===== config.mk =====
export PLATFORM = sky130hd
export DESIGN_NAME = cdb_arbiter
export DESIGN_NICKNAME = d
export VERILOG_FILES = /design/src/rtl/cdb_pkg.sv /design/src/rtl/cdb_src_fifo.sv /design/src/rtl/cdb_arbiter.sv
export SDC_FILE = /design/constraint.sdc
export NUM_CORES = 1
export LEC_CHECK = 0
export ABC_AREA = 1
export CORE_ASPECT_RATIO = 0.6
export CORE_MARGIN = 2
export CORE_UTILIZATION = 30
export DETAILED_ROUTE_END_ITERATION = 12
export PLACE_DENSITY = 0.54
export SKIP_CTS_REPAIR_TIMING = 1
export SKIP_LAST_GASP = 1
export SLEW_MARGIN = 20
export SYNTH_ARGS = -nofsm -noshare
export SYNTH_HDL_FRONTEND = slang
export SYNTH_HIERARCHICAL = 1
export SYNTH_SLANG_ARGS = --single-unit

===== constraint.sdc =====
create_clock -name clk -period 3.5 [get_ports clk]
set_clock_uncertainty 0.05 [all_clocks]
set_input_delay 0.35 -clock clk [delete_from_list [all_inputs] [get_ports clk]]
set_output_delay 0.35 -clock clk [all_outputs]
set_load 0.05 [all_outputs]

===== src/rtl/cdb_pkg.sv =====
// Shared types for the common data bus: a broadcast entry is a destination
// tag plus its result data. Issue queues and the ROB use the same entry type.
package cdb_pkg;

    localparam int TAG_W  = 6;
    localparam int DATA_W = 32;

    typedef struct packed {
        logic [TAG_W-1:0]  tag;
        logic [DATA_W-1:0] data;
    } cdb_entry_t;

endpackage


===== src/rtl/cdb_src_fifo.sv =====
// Small per-source result FIFO. Head is visible combinationally so the
// arbiter can register it straight onto the bus. Flush clears occupancy and
// pointers and overrides any push or pop in the same cycle.
module cdb_src_fifo
    import cdb_pkg::*;
#(
    parameter int DEPTH = 2,
    localparam int PTR_W = $clog2(DEPTH),
    localparam int CNT_W = PTR_W + 1
) (
    input  logic       clk,
    input  logic       rst,
    input  logic       flush,
    input  logic       push,
    input  logic       pop,
    input  cdb_entry_t push_entry,
    output cdb_entry_t head,
    output logic       full,
    output logic       empty
);

    cdb_entry_t       mem [DEPTH];
    logic [PTR_W-1:0] wr_ptr_reg;
    logic [PTR_W-1:0] rd_ptr_reg;
    logic [CNT_W-1:0] count_reg;
    logic             do_push;
    logic             do_pop;

    assign full    = (count_reg == CNT_W'(DEPTH));
    assign empty   = (count_reg == '0);
    assign do_push = push & ~full & ~flush;
    assign do_pop  = pop & ~empty & ~flush;
    assign head    = mem[rd_ptr_reg];

    // Entry storage: written on accepted push only, no reset needed
    always_ff @(posedge clk) begin
        if (do_push) begin
            mem[wr_ptr_reg] <= push_entry;
        end
    end

    // Pointers and occupancy; DEPTH is a power of two so pointers wrap naturally
    always_ff @(posedge clk or negedge rst) begin
        if (!rst) begin
            wr_ptr_reg <= '0;
            rd_ptr_reg <= '0;
            count_reg  <= '0;
        end else if (flush) begin
            wr_ptr_reg <= '0;
            rd_ptr_reg <= '0;
            count_reg  <= '0;
        end else begin
            if (do_push) begin
                wr_ptr_reg <= wr_ptr_reg + 1'b1;
            end
            if (do_pop) begin
                rd_ptr_reg <= rd_ptr_reg + 1'b1;
            end
            case ({do_push, do_pop})
                2'b10:   count_reg <= count_reg + 1'b1;
                2'b01:   count_reg <= count_reg - 1'b1;
                default: count_reg <= count_reg;
            endcase
        end
    end

endmodule


===== src/rtl/cdb_arbiter.sv =====
// CDB producer: buffers results from N_SRC execution units in per-source
// FIFOs, picks one non-empty source per cycle round-robin and drives the
// registered broadcast. Tag/data widths come from cdb_pkg so the entry type
// stays identical to the one the queues and ROB consume.
module cdb_arbiter
    import cdb_pkg::*;
#(
    parameter int N_SRC = 4,
    parameter int DEPTH = 2,
    localparam int IDX_W = $clog2(N_SRC),
    localparam int DBL_W = $clog2(2 * N_SRC)
) (
    input  logic                      clk,
    input  logic                      rst,
    input  logic                      flush,
    input  logic [N_SRC-1:0]          res_valid,
    input  logic [N_SRC*TAG_W-1:0]    res_tag,
    input  logic [N_SRC*DATA_W-1:0]   res_data,
    output logic [N_SRC-1:0]          res_ready,
    output logic                      cdb_valid,
    output logic [TAG_W-1:0]          cdb_tag,
    output logic [DATA_W-1:0]         cdb_data,
    output logic [IDX_W-1:0]          cdb_src
);

    logic [N_SRC-1:0]   req;
    logic [N_SRC-1:0]   full;
    logic [N_SRC-1:0]   empty;
    logic [N_SRC-1:0]   push;
    logic [N_SRC-1:0]   pop;
    cdb_entry_t         fifo_head [N_SRC];
    logic [IDX_W-1:0]   rr_ptr_reg;
    logic [2*N_SRC-1:0] req_dbl;
    logic [DBL_W-1:0]   scan_idx;
    logic [IDX_W-1:0]   grant_off;
    logic [IDX_W:0]     win_sum;
    logic [IDX_W-1:0]   winner;
    logic               any_req;
    cdb_entry_t         win_entry;

    genvar gi;
    generate
        for (gi = 0; gi < N_SRC; gi++) begin : g_src
            cdb_entry_t push_entry;

            // Ready depends only on occupancy, never on the grant (no bypass)
            assign push_entry    = {res_tag[gi*TAG_W +: TAG_W], res_data[gi*DATA_W +: DATA_W]};
            assign res_ready[gi] = ~full[gi];
            assign req[gi]       = ~empty[gi];
            assign push[gi]      = res_valid[gi] & res_ready[gi];
            assign pop[gi]       = any_req && (winner == IDX_W'(gi));

            cdb_src_fifo #(
                .DEPTH (DEPTH)
            ) u_fifo (
                .clk        (clk),
                .rst        (rst),
                .flush      (flush),
                .push       (push[gi]),
                .pop        (pop[gi]),
                .push_entry (push_entry),
                .head       (fifo_head[gi]),
                .full       (full[gi]),
                .empty      (empty[gi])
            );
        end
    endgenerate

    // Round-robin grant: scan the doubled request vector from rr_ptr, first hit wins
    always_comb begin
        any_req   = |req;
        req_dbl   = {req, req};
        scan_idx  = '0;
        grant_off = '0;
        for (int k = N_SRC - 1; k >= 0; k--) begin
            scan_idx = DBL_W'(rr_ptr_reg) + DBL_W'(k);
            if (req_dbl[scan_idx]) begin
                grant_off = IDX_W'(k);
            end
        end
        win_sum = {1'b0, rr_ptr_reg} + {1'b0, grant_off};
        if (win_sum >= (IDX_W + 1)'(N_SRC)) begin
            win_sum = win_sum - (IDX_W + 1)'(N_SRC);
        end
        winner    = win_sum[IDX_W-1:0];
        win_entry = fifo_head[winner];
    end

    // Registered broadcast and pointer advance; flush squashes the bus but keeps rr_ptr
    always_ff @(posedge clk or negedge rst) begin
        if (!rst) begin
            rr_ptr_reg <= '0;
            cdb_valid  <= 1'b0;
            cdb_tag    <= '0;
            cdb_data   <= '0;
            cdb_src    <= '0;
        end else if (flush) begin
            cdb_valid  <= 1'b0;
            cdb_tag    <= '0;
            cdb_data   <= '0;
        end else if (any_req) begin
            rr_ptr_reg <= (winner == IDX_W'(N_SRC - 1)) ? '0 : winner + 1'b1;
            cdb_valid  <= 1'b1;
            cdb_tag    <= win_entry.tag;
            cdb_data   <= win_entry.data;
            cdb_src    <= winner;
        end else begin
            cdb_valid  <= 1'b0;
            cdb_tag    <= '0;
            cdb_data   <= '0;
        end
    end

endmodule


==> After elaboration in Yosys (flattened, before gate mapping) <==
Memory sizes are Yosys's and may differ from the RTL's.
Cells that the tools add are included.
W data, S select, Z words.
{ "totals": {"reg_bits": 59, "mem_bits_rw": 304, "input_bits": 159, "out_inout_bits": 45, "wordCells": 172, "mem_count": 4} }
{ "memory_table": {"columns": ["memory", "depth", "width", "read_ports", "rd_clocked_by_memory_dff", "write_ports", "line_no", "source"], "rows": [
  ["g_src[0].u_fifo.mem", 2, 38, 1, 0, 1, "cdb_src_fifo.sv:22", "cdb_entry_t mem [DEPTH];"],
  ["g_src[1].u_fifo.mem", 2, 38, 1, 0, 1, "cdb_src_fifo.sv:22", null],
  ["g_src[2].u_fifo.mem", 2, 38, 1, 0, 1, "cdb_src_fifo.sv:22", null],
  ["g_src[3].u_fifo.mem", 2, 38, 1, 0, 1, "cdb_src_fifo.sv:22", null]
]} }
{ "classes": {"addsub": 22, "order_cmp": 6, "eq_ne": 15, "muxes": 55, "bitwise_logic": 30, "n_reduce_logical": 23} }
{ "ops": {"columns": ["cell", "n"], "rows": [
  ["$bmux W38 S2", 1],
  ["$mux W38", 2],
  ["$mux W32", 2],
  ["$mux W1", 30],
  ["$and A1 B1 Y1", 20],
  ["$eq A2 B2 Y1 const B", 10],
  ["$mux W2", 10],
  ["$pmux W2 S2", 4],
  ["$reduce_bool A2 Y1", 8],
  ["$lt A3 B4 Y1 const B", 3],
  ["$mux W6", 2],
  ["$reduce_bool A3 Y1", 4],
  ["$add A2 B1 Y2 const B", 5],
  ["$eq A2 B1 Y1 const B", 5],
  ["$logic_not A2 Y1", 5],
  ["$sub A2 B1 Y2 const B", 5],
  ["$bmux W1 S3", 3],
  ["$not A1 Y1", 9],
  ["$add A1 B1 Y1 const B", 8],
  ["$add A2 B2 Y3 const B", 2],
  ["$ge A3 B3 Y1 const B", 2],
  ["$logic_and A1 B1 Y1", 4],
  ["$lt A2 B4 Y1 const B", 1],
  ["$reduce_or A4 Y1", 1],
  ["other kinds (5)", 5]
]} }

==> Depth between registers and ports, before layout <==
{ "depth": {"word_depth": 18, "mapped_depth": 23, "mapped_depth_nobuf": 22} }

==> Cells and area by module <==
The synthesis kept the hierarchy.
{ "by_module_without_submodules": {"columns": ["module", "n_inst", "cells_each", "area_each_um2", "seq_area_each_um2"], "rows": [
  ["cdb_src_fifo (g_src[0].u_fifo ...)", 3, 235, 3020.4, 2382.3],
  ["cdb_arbiter", 1, 456, 3250.6, 1076.0],
  ["cdb_src_fifo (g_src[1].u_fifo)", 1, 236, 3002.9, 2382.3]
]} }

==> Worst setup path before layout <==
No wires, ideal clock.
{ "synth_path": {"path_kind": "flip-flop to flip-flop", "start": "register g_src[0].u_fifo.count_reg[0]", "end": "memory g_src[0].u_fifo/mem[0][0] in the netlist's numbering (enable)", "setup_time_ns": 0.433, "t_arrival_ns": 2.535, "required_time_ns": 3.017, "path_slack_ns": 0.482, "path_stages_with_launch": 7, "n_path_buf": 0, "synth_period_minus_slack_ns": 3.018, "cell_sequence": "dfrtp_1 -> inv_2 -> nand2_2 -> inv_1 -> nor2_1 -> nand3_2 -> nor2_1"} }
{ "synth_via": {"elab_chain_cells": 7} }
{ "synth_lines": {"columns": ["element", "line_no", "source"], "rows": [
  ["start, declared", "cdb_src_fifo.sv:25", "logic [CNT_W-1:0] count_reg;"],
  ["start signal, assigned", "cdb_src_fifo.sv:60", "2'b10: count_reg <= count_reg + 1'b1;"],
  ["start signal, assigned", "cdb_src_fifo.sv:61", "2'b01: count_reg <= count_reg - 1'b1;"],
  ["start signal, assigned", "cdb_src_fifo.sv:62", "default: count_reg <= count_reg;"],
  ["$eq A2 B2 Y1", "cdb_src_fifo.sv:29", "assign full = (count_reg == CNT_W'(DEPTH));"],
  ["named net full[0]", "cdb_arbiter.sv:27", "logic [N_SRC-1:0] full;"],
  ["$not A1 Y1", "cdb_arbiter.sv:48", "assign res_ready[gi] = ~full[gi];"],
  ["$and A1 B1 Y1", "cdb_arbiter.sv:50", "assign push[gi] = res_valid[gi] & res_ready[gi];"],
  ["named net push[0]", "cdb_arbiter.sv:29", "logic [N_SRC-1:0] push;"],
  ["$and A1 B1 Y1 (2 in a row)", "cdb_src_fifo.sv:31", "assign do_push = push & ~full & ~flush;"],
  ["$mux W1", "cdb_src_fifo.sv:37", "if (do_push) begin"],
  ["$mux W1 (not written as such)", "cdb_src_fifo.sv:38", "mem[wr_ptr_reg] <= push_entry;"],
  ["end, declared", "cdb_src_fifo.sv:22", null]
]} }
The timed path passes the listed nets, and every way through them passes these cells.

==> Worst setup path in the final report <==
{ "layout_path": {"start": "register g_src[3].u_fifo.count_reg[0]", "end": "register g_src[3].u_fifo.count_reg[0]"} }
{ "layout_via": {"elab_chain_cells": 18, "word_cells_on_any_way": 35, "cone_classes": "4 x add/sub; 1 x order compare; 4 x eq/ne; 15 x mux; 7 x bitwise; 4 x reduce/logical"} }
{ "layout_lines": {"columns": ["element", "line_no", "source"], "rows": [
  ["start, declared", "cdb_src_fifo.sv:25", null],
  ["start signal, assigned", "cdb_src_fifo.sv:60", null],
  ["start signal, assigned", "cdb_src_fifo.sv:61", null],
  ["start signal, assigned", "cdb_src_fifo.sv:62", null],
  ["$logic_not A2 Y1 *", "cdb_src_fifo.sv:30", "assign empty = (count_reg == '0);"],
  ["named net empty[3]", "cdb_arbiter.sv:28", "logic [N_SRC-1:0] empty;"],
  ["$not A1 Y1 *", "cdb_arbiter.sv:49", "assign req[gi] = ~empty[gi];"],
  ["$bmux W1 S3", "cdb_arbiter.sv:77", "if (req_dbl[scan_idx]) begin"],
  ["$mux W1 (not written as such)", "cdb_arbiter.sv:77", null],
  ["$mux W2 (4 in a row)", "cdb_arbiter.sv:77", null],
  ["$add A2 B2 Y3", "cdb_arbiter.sv:81", "win_sum = {1'b0, rr_ptr_reg} + {1'b0, grant_off};"],
  ["$ge A3 B3 Y1 / $sub A2 B1 Y2 (equally long branches)", "cdb_arbiter.sv:82, cdb_arbiter.sv:83", null],
  ["$mux W2", "cdb_arbiter.sv:82", "if (win_sum >= (IDX_W + 1)'(N_SRC)) begin"],
  ["$eq A2 B2 Y1", "cdb_arbiter.sv:51", "assign pop[gi] = any_req && (winner == IDX_W'(gi));"],
  ["$logic_and A1 B1 Y1 *", "cdb_arbiter.sv:51", null],
  ["named net pop[3]", "cdb_arbiter.sv:30", "logic [N_SRC-1:0] pop;"],
  ["$and A1 B1 Y1 * (2 in a row)", "cdb_src_fifo.sv:32", "assign do_pop = pop & ~empty & ~flush;"],
  ["$eq A2 B1 Y1 / $eq A2 B2 Y1 (equally long branches)", "cdb_src_fifo.sv:59", "case ({do_push, do_pop})"],
  ["$pmux W2 S2", "cdb_src_fifo.sv:59", null],
  ["$mux W2", "cdb_src_fifo.sv:48", "end else if (flush) begin"]
]} }
Mark *: on every way through the listed nets, which the timed path passes. The rest lies on a longest branch. The select of a mux whose other input is x is not followed.
A chain may end at the register's enable or synchronous reset.

==> results.tsv <==
stage	metric	value	unit
die	chipWidth	296	um
critical_path	crit_required	3.86	ns
routing	drtAntennaViolNets	0	
sta	slew_headroom	0.394	
power	power.leakage	7.83	nW
die	start_util	0.302	
logic_synthesis	synthArstFlopShare	0.163	
critical_path	end_kind	flop	
logic_synthesis	synth-edff-count	304	
grt	grt_antenna_before_repair	2	
cts	cts.htree.levels	2	
die	coreArea	50700	um2
placed_design	dp_hpwl	27200	um
power	power_switching	0.00844	W
cells_and_area	fillers	4915	
critical_path	timing.critical_path.from	g_src[3].u_fifo/count_reg[0]$_DFFE_PN0P_	
logic_synthesis	synth_cell_types	32	
grt	use_met2	0.265	
run	drv_cap	0	
logic_synthesis	seq_area_frac_synth	0.692	
placed_design	place_congestion	0.788	
logic_synthesis	synth_top_area_cell	edfxtp_1	
routing	wl_per_cell	17.8	um
placed_design	place_area	18200	um2
sta	finalMaxSlewViolations	0	
logic_synthesis	avgSynthCellArea	11.0	um2
placed_design	port_buffers	203	
critical_path	crit_fanout	6	
cts	cts_buffers	38	
critical_path	worst-setup-path-type	reg -> reg	
grt	grt_pass1_vias	10300	
run_status	status	completed	
die	rows	64	
routing	via_count	10300	
hold_path	hold_path_class	in -> async	
logic_synthesis	synth_ff_type	edfxtp_1	
grt	grt_use_met1	0.205	
logic_synthesis	synth_top_area_share	0.596	
critical_path	cp_data_arrival_time	3.64	ns
die	fp.dieH	179	um
cts	clock_sinks	363	
grt	grt_max_degree	78	
grt	grt_remaining_overflow	0	
logic_synthesis	synthTopCellsByArea	edfxtp_1 (60%), nand2_1 (16%), dfrtp_1 (9.6%), mux2i_1 (2.5%), nand3_1 (2.0%)	
logic_synthesis	synth_most_common_cell	nand2_1	
sta	tightestPinTransition	0.907	ns
logic_synthesis	yosys_warnings	6	
power	power.density	994	nW/um2
sta	period_share	0.935	
die	die_area	52900	um2
power	p_sw_frac	0.436	
sta	hold_viol	0	
cells_and_area	seqCellArea	10600	um2
routing	drc	0	
sta	fmax	0.305	GHz
cells_and_area	multiInputGateArea	4270	um2
sta	finalSetupViolations	0	
cells_and_area	finish.instance_area	19500	um2
cts	cts_tree	built	
cells_and_area	drive_above_1_share	0.106	
power	combPwrFrac	0.494	
power	clock_power_share	0.209	
cells_and_area	fin_util	0.384	
routing	drt_iter0_drc	577	
routing	wl	41400	um
power	internal_power	0.0109	W
logic_synthesis	synthCells	1397	
critical_path	startpoint_type	flop	
cts	clk_latency	0.53	ns
cells_and_area	largest_reg_flops	304	
sta	rsz0062_at_grt	false	
cts	clockBufferDepth	3	
sta	tns	0	ns
cells_and_area	fin_nets	1764	
die	ios	204	
critical_path	r2r-start	g_src[3].u_fifo/count_reg[0]$_DFFE_PN0P_	
routing	dr.pass1.iters	5	
cells_and_area	area_growth	27.1	%
grt	busiest_layer	met2	
grt	grt_usage	0.156	
grt	use_met3	0.0279	
routing	viasPerCell	4.41	
power	seq_power_share	0.297	
cts	path_clk_slew	0.06	ns
cts	root_buffer	clkbuf_16	
sta	layout_min_cycle_time	3.27	ns
logic_synthesis	synth_area	15300	um2
power	max-vdd-ir-drop	0.869	mV
logic_synthesis	synth_commonest_cells	nand2_1 (649), edfxtp_1 (304), nor2_1 (62)	
logic_synthesis	synth_fp_nets	1560	
grt	grt_pass1_wl	61300	um
logic_synthesis	ys_ff_latch	363	
routing by layer:
metal / vias up / part of all wire
met1: 4957 / 0.45
li1: 5042 / -
met4: 0 / 0.022
met2: 197 / 0.48
met3: 63 / 0.042
met5: - / 0
cell type report:
cell class	instances	area share
Sequential cell	363	0.545
Clock buffer	51	0.0552
Multi-Input combinational cell	921	0.219
Clock inverter	18	0.00881
Timing Repair Buffer	229	0.118
Inverter	48	0.00926
Tap cell	693	0.0446
Antenna cell	2	0.000257
per-stage QoR:
step                cells  setup WS (ns)  hold WS (ns)  power, W
global placement     2253          0.500         0.322    0.0155
detailed placement   2253          0.291         0.338    0.0156
CTS                  2322          0.240        -0.239    0.0197
global route         2325         0.0357         0.330    0.0207
finish               2325          0.226         0.313    0.0193
floorplan            1397          0.482       0.00441    0.0125
cell families (layout without fill, tap and decap cells):
family | after synthesis | after routing | synth area share
muxes | 38 | 38 | 0.0248
adders and majority gates | 4 | 4 | 0.00327
DFF | 363 | 363 | 0.692
and+or+nand+nor | 808 | 808 | 0.213
AOI/OAI and AO/OA | 67 | 67 | 0.0294
other | 0 | 2 | 0
buffers and inverters | 113 | 346 | 0.0346
xor gates and xnor gates | 4 | 4 | 0.00229
power groups by stage:
stage | Combinational, W | Sequential [W] | Clock (W)
6_report | 0.00956 | 0.00573 | 0.00404
5_1_grt | 0.0105 | 0.00579 | 0.00434
4_1_cts | 0.00980 | 0.00573 | 0.00416
3_5_place_dp | 0.00976 | 0.00582 | 0
3_3_place_gp | 0.00966 | 0.00580 | 0
2_1_floorplan | 0.00604 | 0.00641 | 0
worst paths after layout:
kind | slack (ns) | depth (start not counted) | endpoint
setup reg to reg | 0.23 | 19 | g_src[3].u_fifo/count_reg[0]$_DFFE_PN0P_
hold / removal | 0.31 | 2 | cdb_data[22]$_DFF_PN0_
setup / recovery | 0.23 | 19 | g_src[3].u_fifo/count_reg[0]$_DFFE_PN0P_
max in group asynchronous | 2.37 | 3 | cdb_data[10]$_DFF_PN0_
min in group clk | 0.35 | 1 | g_src[3].u_fifo/mem[1][16]$_DFFE_PP_
hold reg to reg | 0.44 | 1 | cdb_src[0]$_DFFE_PN0P_
layout by cell type, fill, tap and decap left out, drive strengths merged, types with 3 or more instances in the layout:
cell and instances:
bufinv 3, edfxtp 304, nand2 666, dfrtp 59, nor2 74, ha 4
xnor2 4, mux2i 38, o21ai 21, clkbuf 51, inv 49, clkdlybuf4s50 202
a21oi 42, nand3 65, buf 26, clkinv 13
critical path, stage by stage (launching register included):
cell and delay (ns):
dfrtp_1 0.46, nor2_2 0.31, nand2_1 0.15, nand2_1 0.11, nand2_1 0.05, nand2_1 0.10, a31oi_1 0.10, nor2_1 0.17
ha_4 0.15, xnor2_1 0.18, nand3_4 0.12, nand2_1 0.19, ha_1 0.20, inv_1 0.05, nor2_1 0.16, inv_1 0.11
nor2_4 0.17, nor2_4 0.07, o21ai_1 0.16, nand2_1 0.07
Power figures use the tool's default switching activity.
